<file path="config.mk">
export PLATFORM = sky130hd
export DESIGN_NAME = branch_ctrl
export DESIGN_NICKNAME = d
export VERILOG_FILES = /design/src/rtl/branch_ctrl.sv
export SDC_FILE = /design/constraint.sdc
export NUM_CORES = 1
export LEC_CHECK = 0
export CORE_MARGIN = 2
export CORE_UTILIZATION = 30
export CTS_CLUSTER_DIAMETER = 120
export DETAILED_ROUTE_END_ITERATION = 16
export GPL_ROUTABILITY_DRIVEN = 1
export HOLD_SLACK_MARGIN = 0.12
export REMOVE_ABC_BUFFERS = 1
export SLEW_MARGIN = 10
export SYNTH_ARGS = -nofsm -noshare
export SYNTH_HDL_FRONTEND = slang
export SYNTH_SLANG_ARGS = --single-unit
</file>
<file path="constraint.sdc">
create_clock -name CLK -period 2.5 [get_ports CLK]
set_input_delay 0.25 -clock CLK [delete_from_list [all_inputs] [get_ports CLK]]
set_output_delay 0.25 -clock CLK [all_outputs]
set_load 0.01 [all_outputs]
</file>
<file path="src/rtl/branch_ctrl.sv">
// branch_ctrl
// Branch and run-control stage sitting directly upstream of the fetch PC
// register. Decodes the 9-bit instruction from the synchronous ROM,
// evaluates BEQZ/BNEZ/BLTZ against a registered Z/N flag pair, looks up a
// signed branch offset in a 32-entry table and runs the start/done
// handshake. The instruction after every taken branch is squashed.
//
// Ports
//   CLK, reset               clock (rising edge), async active-high reset
//   start                    run request (level)
//   instr[8:0]               instruction, opcode = instr[8:5]
//   flag_we, alu_zero,       ALU flag update strobe and flag values
//   alu_neg
//   lut_we, lut_waddr[4:0],  offset table write port, data = {sign, magnitude}
//   lut_wdata[OFF_W:0]       (accepted only while idle or halted)
//   branch_en, bSIGN,        combinational branch request to the PC register;
//   bOFFSET[OFF_W-1:0]       bSIGN=1 means PC - offset, all zero when not taken
//   init, halt, squash, done state decodes
//
// Optional feature: define BRANCH_STATS_EN to add taken_cnt[15:0] and
// cycle_cnt[15:0] (saturating taken-branch and RUN+FLUSH cycle counters).

module branch_ctrl #(
    parameter int unsigned LUT_DEPTH = 32,
    parameter int unsigned OFF_W     = 9
) (
    input  logic             CLK,
    input  logic             reset,
    input  logic             start,
    input  logic [8:0]       instr,
    input  logic             flag_we,
    input  logic             alu_zero,
    input  logic             alu_neg,
    input  logic             lut_we,
    input  logic [4:0]       lut_waddr,
    input  logic [OFF_W:0]   lut_wdata,
    output logic             branch_en,
    output logic             bSIGN,
    output logic [OFF_W-1:0] bOFFSET,
    output logic             init,
    output logic             halt,
    output logic             squash,
    output logic             done
`ifdef BRANCH_STATS_EN
    ,
    output logic [15:0]      taken_cnt,
    output logic [15:0]      cycle_cnt
`endif
);

    typedef enum logic [1:0] {
        S_IDLE,
        S_RUN,
        S_FLUSH,
        S_HALTED
    } state_t;

    localparam logic [3:0] OP_BEQZ = 4'hC;
    localparam logic [3:0] OP_BNEZ = 4'hD;
    localparam logic [3:0] OP_BLTZ = 4'hE;
    localparam logic [3:0] OP_HALT = 4'hF;

    state_t         state;
    logic           flag_z;
    logic           flag_n;
    logic [OFF_W:0] lut [LUT_DEPTH];

    logic [3:0]     opcode;
    logic           cond;
    logic           taken;
    logic [OFF_W:0] entry;

    // Branch decision: uses flags registered before this edge, never the
    // same-cycle ALU result. A dropped start aborts and blocks the branch.
    always_comb begin
        opcode = instr[8:5];
        cond   = 1'b0;
        case (opcode)
            OP_BEQZ: cond = flag_z;
            OP_BNEZ: cond = ~flag_z;
            OP_BLTZ: cond = flag_n;
            default: cond = 1'b0;
        endcase
        taken     = (state == S_RUN) && start && cond;
        entry     = lut[instr[4:0]];
        branch_en = taken;
        bSIGN     = taken ? entry[OFF_W] : 1'b0;
        bOFFSET   = taken ? entry[OFF_W-1:0] : '0;
    end

    // Control FSM plus flag register.
    always_ff @(posedge CLK or posedge reset) begin
        if (reset) begin
            state  <= S_IDLE;
            flag_z <= 1'b0;
            flag_n <= 1'b0;
        end else begin
            // Flags only follow the ALU for real RUN-state instructions;
            // the squashed instruction in FLUSH must not disturb them.
            if (state == S_RUN && flag_we) begin
                flag_z <= alu_zero;
                flag_n <= alu_neg;
            end
            case (state)
                S_IDLE: begin
                    if (start) state <= S_RUN;
                end
                S_RUN: begin
                    if (!start)                state <= S_IDLE;
                    else if (taken)            state <= S_FLUSH;
                    else if (opcode == OP_HALT) state <= S_HALTED;
                end
                S_FLUSH: begin
                    state <= start ? S_RUN : S_IDLE;
                end
                S_HALTED: begin
                    if (!start) state <= S_IDLE;
                end
                default: state <= S_IDLE;
            endcase
        end
    end

    // Offset table: not reset, writable only while the program is stopped.
    always_ff @(posedge CLK) begin
        if (lut_we && (state == S_IDLE || state == S_HALTED))
            lut[lut_waddr] <= lut_wdata;
    end

    assign init   = (state == S_IDLE) || (state == S_HALTED);
    assign halt   = (state == S_HALTED);
    assign done   = (state == S_HALTED);
    assign squash = (state == S_FLUSH);

`ifdef BRANCH_STATS_EN
    // Cleared on run start, saturating, naturally frozen outside RUN/FLUSH.
    always_ff @(posedge CLK or posedge reset) begin
        if (reset) begin
            taken_cnt <= '0;
            cycle_cnt <= '0;
        end else if (state == S_IDLE && start) begin
            taken_cnt <= '0;
            cycle_cnt <= '0;
        end else begin
            if ((state == S_RUN || state == S_FLUSH) && cycle_cnt != '1)
                cycle_cnt <= cycle_cnt + 16'd1;
            if (taken && taken_cnt != '1)
                taken_cnt <= taken_cnt + 16'd1;
        end
    end
`endif

endmodule

</file>
### Word level (Yosys, flattened, before mapping)

Memories as Yosys holds them, arrays and structs flattened.
Index checks and enable logic that the tools add are counted.

* register bits after elaboration: 4
* latch bits: 0
* memory bits (writable): 320
* memory bits (read-only): 0
* bits of input ports: 31
* output and inout port bits: 15
* logic and storage cells: 34
* memories: 1

* $add $sub $neg: 0
* $mul: 0
* div/mod/pow operators: 0
* $lt $le $gt $ge: 0
* equality and inequality tests: 10
* shift-type cells: 0
* mux-type cells: 12
* bitwise logic cells: 1
* reductions and logical operators: 7

Memory list
* lut: words 32, width 10, read ports 1, clocked after memory_dff 0, wr ports 1, line 66 `logic [OFF_W:0] lut [LUT_DEPTH];`

Operator list (count)
* 4-bit equality test, second input constant: 4
* 2-bit two-way mux: 5
* 9-bit two-way mux: 1
* 2-bit one-hot mux with 4 select lines: 1
* 2-bit equality test, second input constant: 2
* 1-bit logical AND: 4
* 1-bit two-way mux: 4
* 2-bit inequality test, second input constant: 2
* 4-bit by 3-bit inequality test with 1-bit output, second input constant: 1
* 1-bit one-hot mux with 3 select lines: 1
* 3-bit AND reduction: 1
* 2-bit by 1-bit equality test with 1-bit output, second input constant: 1
* 2-bit zero test: 1
* 1-bit logical OR: 1
* 1-bit inverter: 1

### Depth between registers and ports, before layout

* depth after elaboration: 6
* gate-level depth with buffers: 7
* depth with buffers taken out: 6

### Worst setup path before layout

No wires, ideal clock.

* path kind: reg-to-reg
* start: register state[1]
* end: memory lut[13][0] (netlist name), enable pin
* setup time: 0.376 ns
* arrival: 1.998 ns
* required time: 2.124 ns
* slack: 0.126 ns
* cell stages (with the launch flop): 7
* buffers on the path: 1
* period minus slack after synthesis: 2.374 ns
* cells stage by stage: dfrtp_1 -> inv_1 -> ha_1 -> nand2b_1 -> or3b_2 -> clkbuf_1 -> nor2_1

* cells in the longest elaborated chain, start to end: 5
* elaborated cells between the ends (all ways): 6
* those cells by class: 1 x eq/ne; 2 x mux; 3 x reduce/logical

RTL lines
* start: declaration: line 63 `state_t state;`
* start signal: assignment: line 114 `state <= start ? S_RUN : S_IDLE;`
* 2-bit equality test / 2-bit zero test (equally long branches): line 126 `if (lut_we && (state == S_IDLE || state == S_HALTED))`
* 1-bit logical OR *: line 126
* 1-bit logical AND *: line 126
* 1-bit two-way mux *: line 126
* 1-bit two-way mux (implied by the code) *: line 127 `lut[lut_waddr] <= lut_wdata;`
* end: declaration: line 66

Every way passes the cells marked *; elsewhere a longest branch is shown, timed or not.

### Worst setup path after layout

* start: register state[1]
* end: output port bOFFSET[0]

* cells in the longest elaborated chain, start to end: 4

RTL lines
* 2-bit by 1-bit equality test with 1-bit output: line 84 `taken = (state == S_RUN) && start && cond;`
* 1-bit logical AND (2 in a row): line 84
* 9-bit two-way mux: line 88 `bOFFSET = taken ? entry[OFF_W-1:0] : '0;`
* end: declaration: line 39 `output logic [OFF_W-1:0] bOFFSET,`

No other way between the ends.

==> reports/metrics.csv <==
metric,value,unit
path_cells,inv_2 -> ha_4 -> and4_4 -> o211a_4 -> buf_12 -> nand3_4 -> o221ai_2 -> buf_2,
final-instance-count-excl-fill,1302,
fmax,0.404,GHz
portBuffers,45,
grt_first_pass_wirelength,43400,microns
setup_viol,0,
postRouteAntennaNets,0,
start_kind,flop,
grt_pass1_vias,6700,
ys.warnings.count,0,
ys_types,35,
row_count,75,
dieArea,44300,sq um
most-common-layout-cells,"edfxtp_1 (320), buf_4 (85), mux4_2 (80)",
gp_congestion,0.736,
clock_latency,0.52,ns
drive_gt1_share,35.2,%
crit_type,flop to output port,
placed_area,14700,sq um
cts.htree.levels,2,
synthCells,578,
hold_class,input pin to flop,
yosysSeqAreaShare,75.9,%
final_area,15900,sq um
outcome,finished clean,
path_max_fanout,5,
root_buffer,clkbuf_16,
hold_viol,0,
start_util,30.4,%
final_max_slew_viol_count,0,
slowest_delay,0.39,ns
syn_avg_cell_area,22.1,sq um
clk_pin_slew_worst_paths,0.06,ns
netlist_area,12800,sq um
vias_per_cell,4.82,
layout.nets,772,
die_h,210,microns
grt_overflow,0,
rsz0062_at_grt,yes,
area_growth,24.4,%
drt_iter0_markers,614,
dp_cells,1234,
antenna_found_initial,3,
finalCriticalPeriod,2.48,ns
vdd_drop_max,0.362,mV
grt_util_all_layers,13.4,%
whs,0.354,ns
crit_buf_inv,3,
dp_hpwl,18800,microns
drcViolationCount,0,
grt_max_degree,33,
relSlewSlack,73.2,%
num_vias,6274,
wire_per_inst,22.4,microns
coreArea,42000,sq um
routed_wl,29200,microns
crit_required,2.25,ns
crit_slowest_cell,dfrtp_1,
end_kind,output port,
cts_tree,built,
fillers,3816,
leakage,5.26,nW
finalCritPeriodShare,99.0,%
cts_max_path_buffers,3,
clock_skew,0.00955,ns
cts_buffers,34,
layout_commonest_cell,edfxtp_1,
arrival,2.23,ns
synth_seq_cells,324,
finish.utilization,37.8,%
power_density,755,nW/um^2
path_delay_family,compound AO/OA/AOI/OAI gates,
die_w,210,microns
drtPass1Iterations,6,
cts.sinks,324,
pin_count,46,
cap_violations,0,
worstMarginPinSlew,0.402,ns
[registers in the layout, summed over array words and instances, names as in the netlist]
| name | flops |
|---|---|
| flag_n | 1 |
| flag_z | 1 |
| lut | 320 |
| state | 2 |
[final timing paths]
path                       slack, ns  cells past startpoint              endpoint            startpoint
max in group asynchronous       1.82                      3  state[0]$_DFFE_PP0P_                 reset
min in group asynchronous       0.50                      3    flag_z$_DFFE_PP0P_                 reset
min                             0.35                      2    flag_n$_DFFE_PP0P_               alu_neg
min reg2reg                     0.57                      1    flag_n$_DFFE_PP0P_    flag_n$_DFFE_PP0P_
max reg2reg                     0.17                      6  lut[29][6]$_DFFE_PP_  state[0]$_DFFE_PP0P_
max                             0.02                      8            bOFFSET[0]  state[1]$_DFFE_PP0P_
[stage by stage]
| step | worst slack, ns | total power, mW | setup TNS (ns) |
|---|---|---|---|
| floorplan | 0.201 | 6.58 | 0 |
| global placement | -0.235 | 7.17 | -2.00 |
| finish | 0.0245 | 12.0 | 0 |
| CTS | 0.00644 | 12.1 | 0 |
| detailed placement | -0.234 | 7.18 | -2.12 |
| global route | -0.0618 | 12.4 | -0.378 |
[synthesized netlist by cell type, drive strengths merged]
library cell	instances	share of area, %
o2111ai	3	0.21
nand4	1	0.049
nand2	5	0.15
o221ai	10	0.69
or3b	3	0.21
mux2	2	0.18
o22a	10	0.69
a21boi	1	0.059
and3	1	0.049
nor3b	1	0.059
o211a	1	0.078
o211ai	2	0.12
mux2i	41	3.2
dfrtp	4	0.78
nand3	3	0.16
buf	24	1.3
inv	5	0.15
o31ai	1	0.059
xor2	1	0.069
nor2b	2	0.098
edfxtp	320	75
ha	5	0.49
or3	2	0.098
and4	2	0.14
nand2b	2	0.098
nor2	35	1.0
mux4	80	14
nand3b	4	0.23
clkbuf	4	0.12
o21ba	1	0.078
a21oi	1	0.039
a31o	1	0.069
[report_power, final]
group | internal (mW) | switching, mW
clock network | 2.88 | 2.02
logic | 0.468 | 0.541
registers | 6.05 | 0.0425
[kinds of logic (layout without fill, tap and decap cells)]
| group | Yosys count | after routing | synth area share [%] |
|---|---|---|---|
| compound gates | 31 | 31 | 2.07 |
| xor+xnor | 1 | 1 | 0.0685 |
| buf+inv | 33 | 216 | 1.59 |
| flops | 324 | 324 | 75.9 |
| fa+ha+maj | 5 | 5 | 0.489 |
| simple gates | 61 | 62 | 2.36 |
| mux | 123 | 123 | 17.5 |
| other cells | 0 | 1 | 0 |
[timing repair]
item | 4_1_cts | 5_1_grt
hold buffers | 1 | 0
setup endpoints to repair | 11 | 99
endpoints found under the hold margin | 4 | 0
cloned | 2 | 0
setup buffers | 1 | 1
pin swaps | 6 | 5
gates resized for setup | 65 | 6
[layout make-up]
class                      instances  area (sq um)  area share, %
antenna                            1          2.50         0.0157
clock buffer                      41           941           5.92
clock inverter                    21           144          0.905
inverter                           5          18.8          0.118
multi-input combinational        222          3020           19.0
sequential                       324          9710           61.1
tap                              539           674           4.24
timing repair buffer             149          1390           8.75
[per-layer routing]
metal / global-route usage [%] / part of all wire (%) / wire length [microns]
met1: 17.9 / 43 / 12600
met5: 0 / 0.075 / 22
met3: 3.02 / 5.8 / 1700
met2: 22.4 / 49 / 14300
met4: 3.16 / 2.0 / 572
Note: power is estimated with default switching activity, not from simulation.
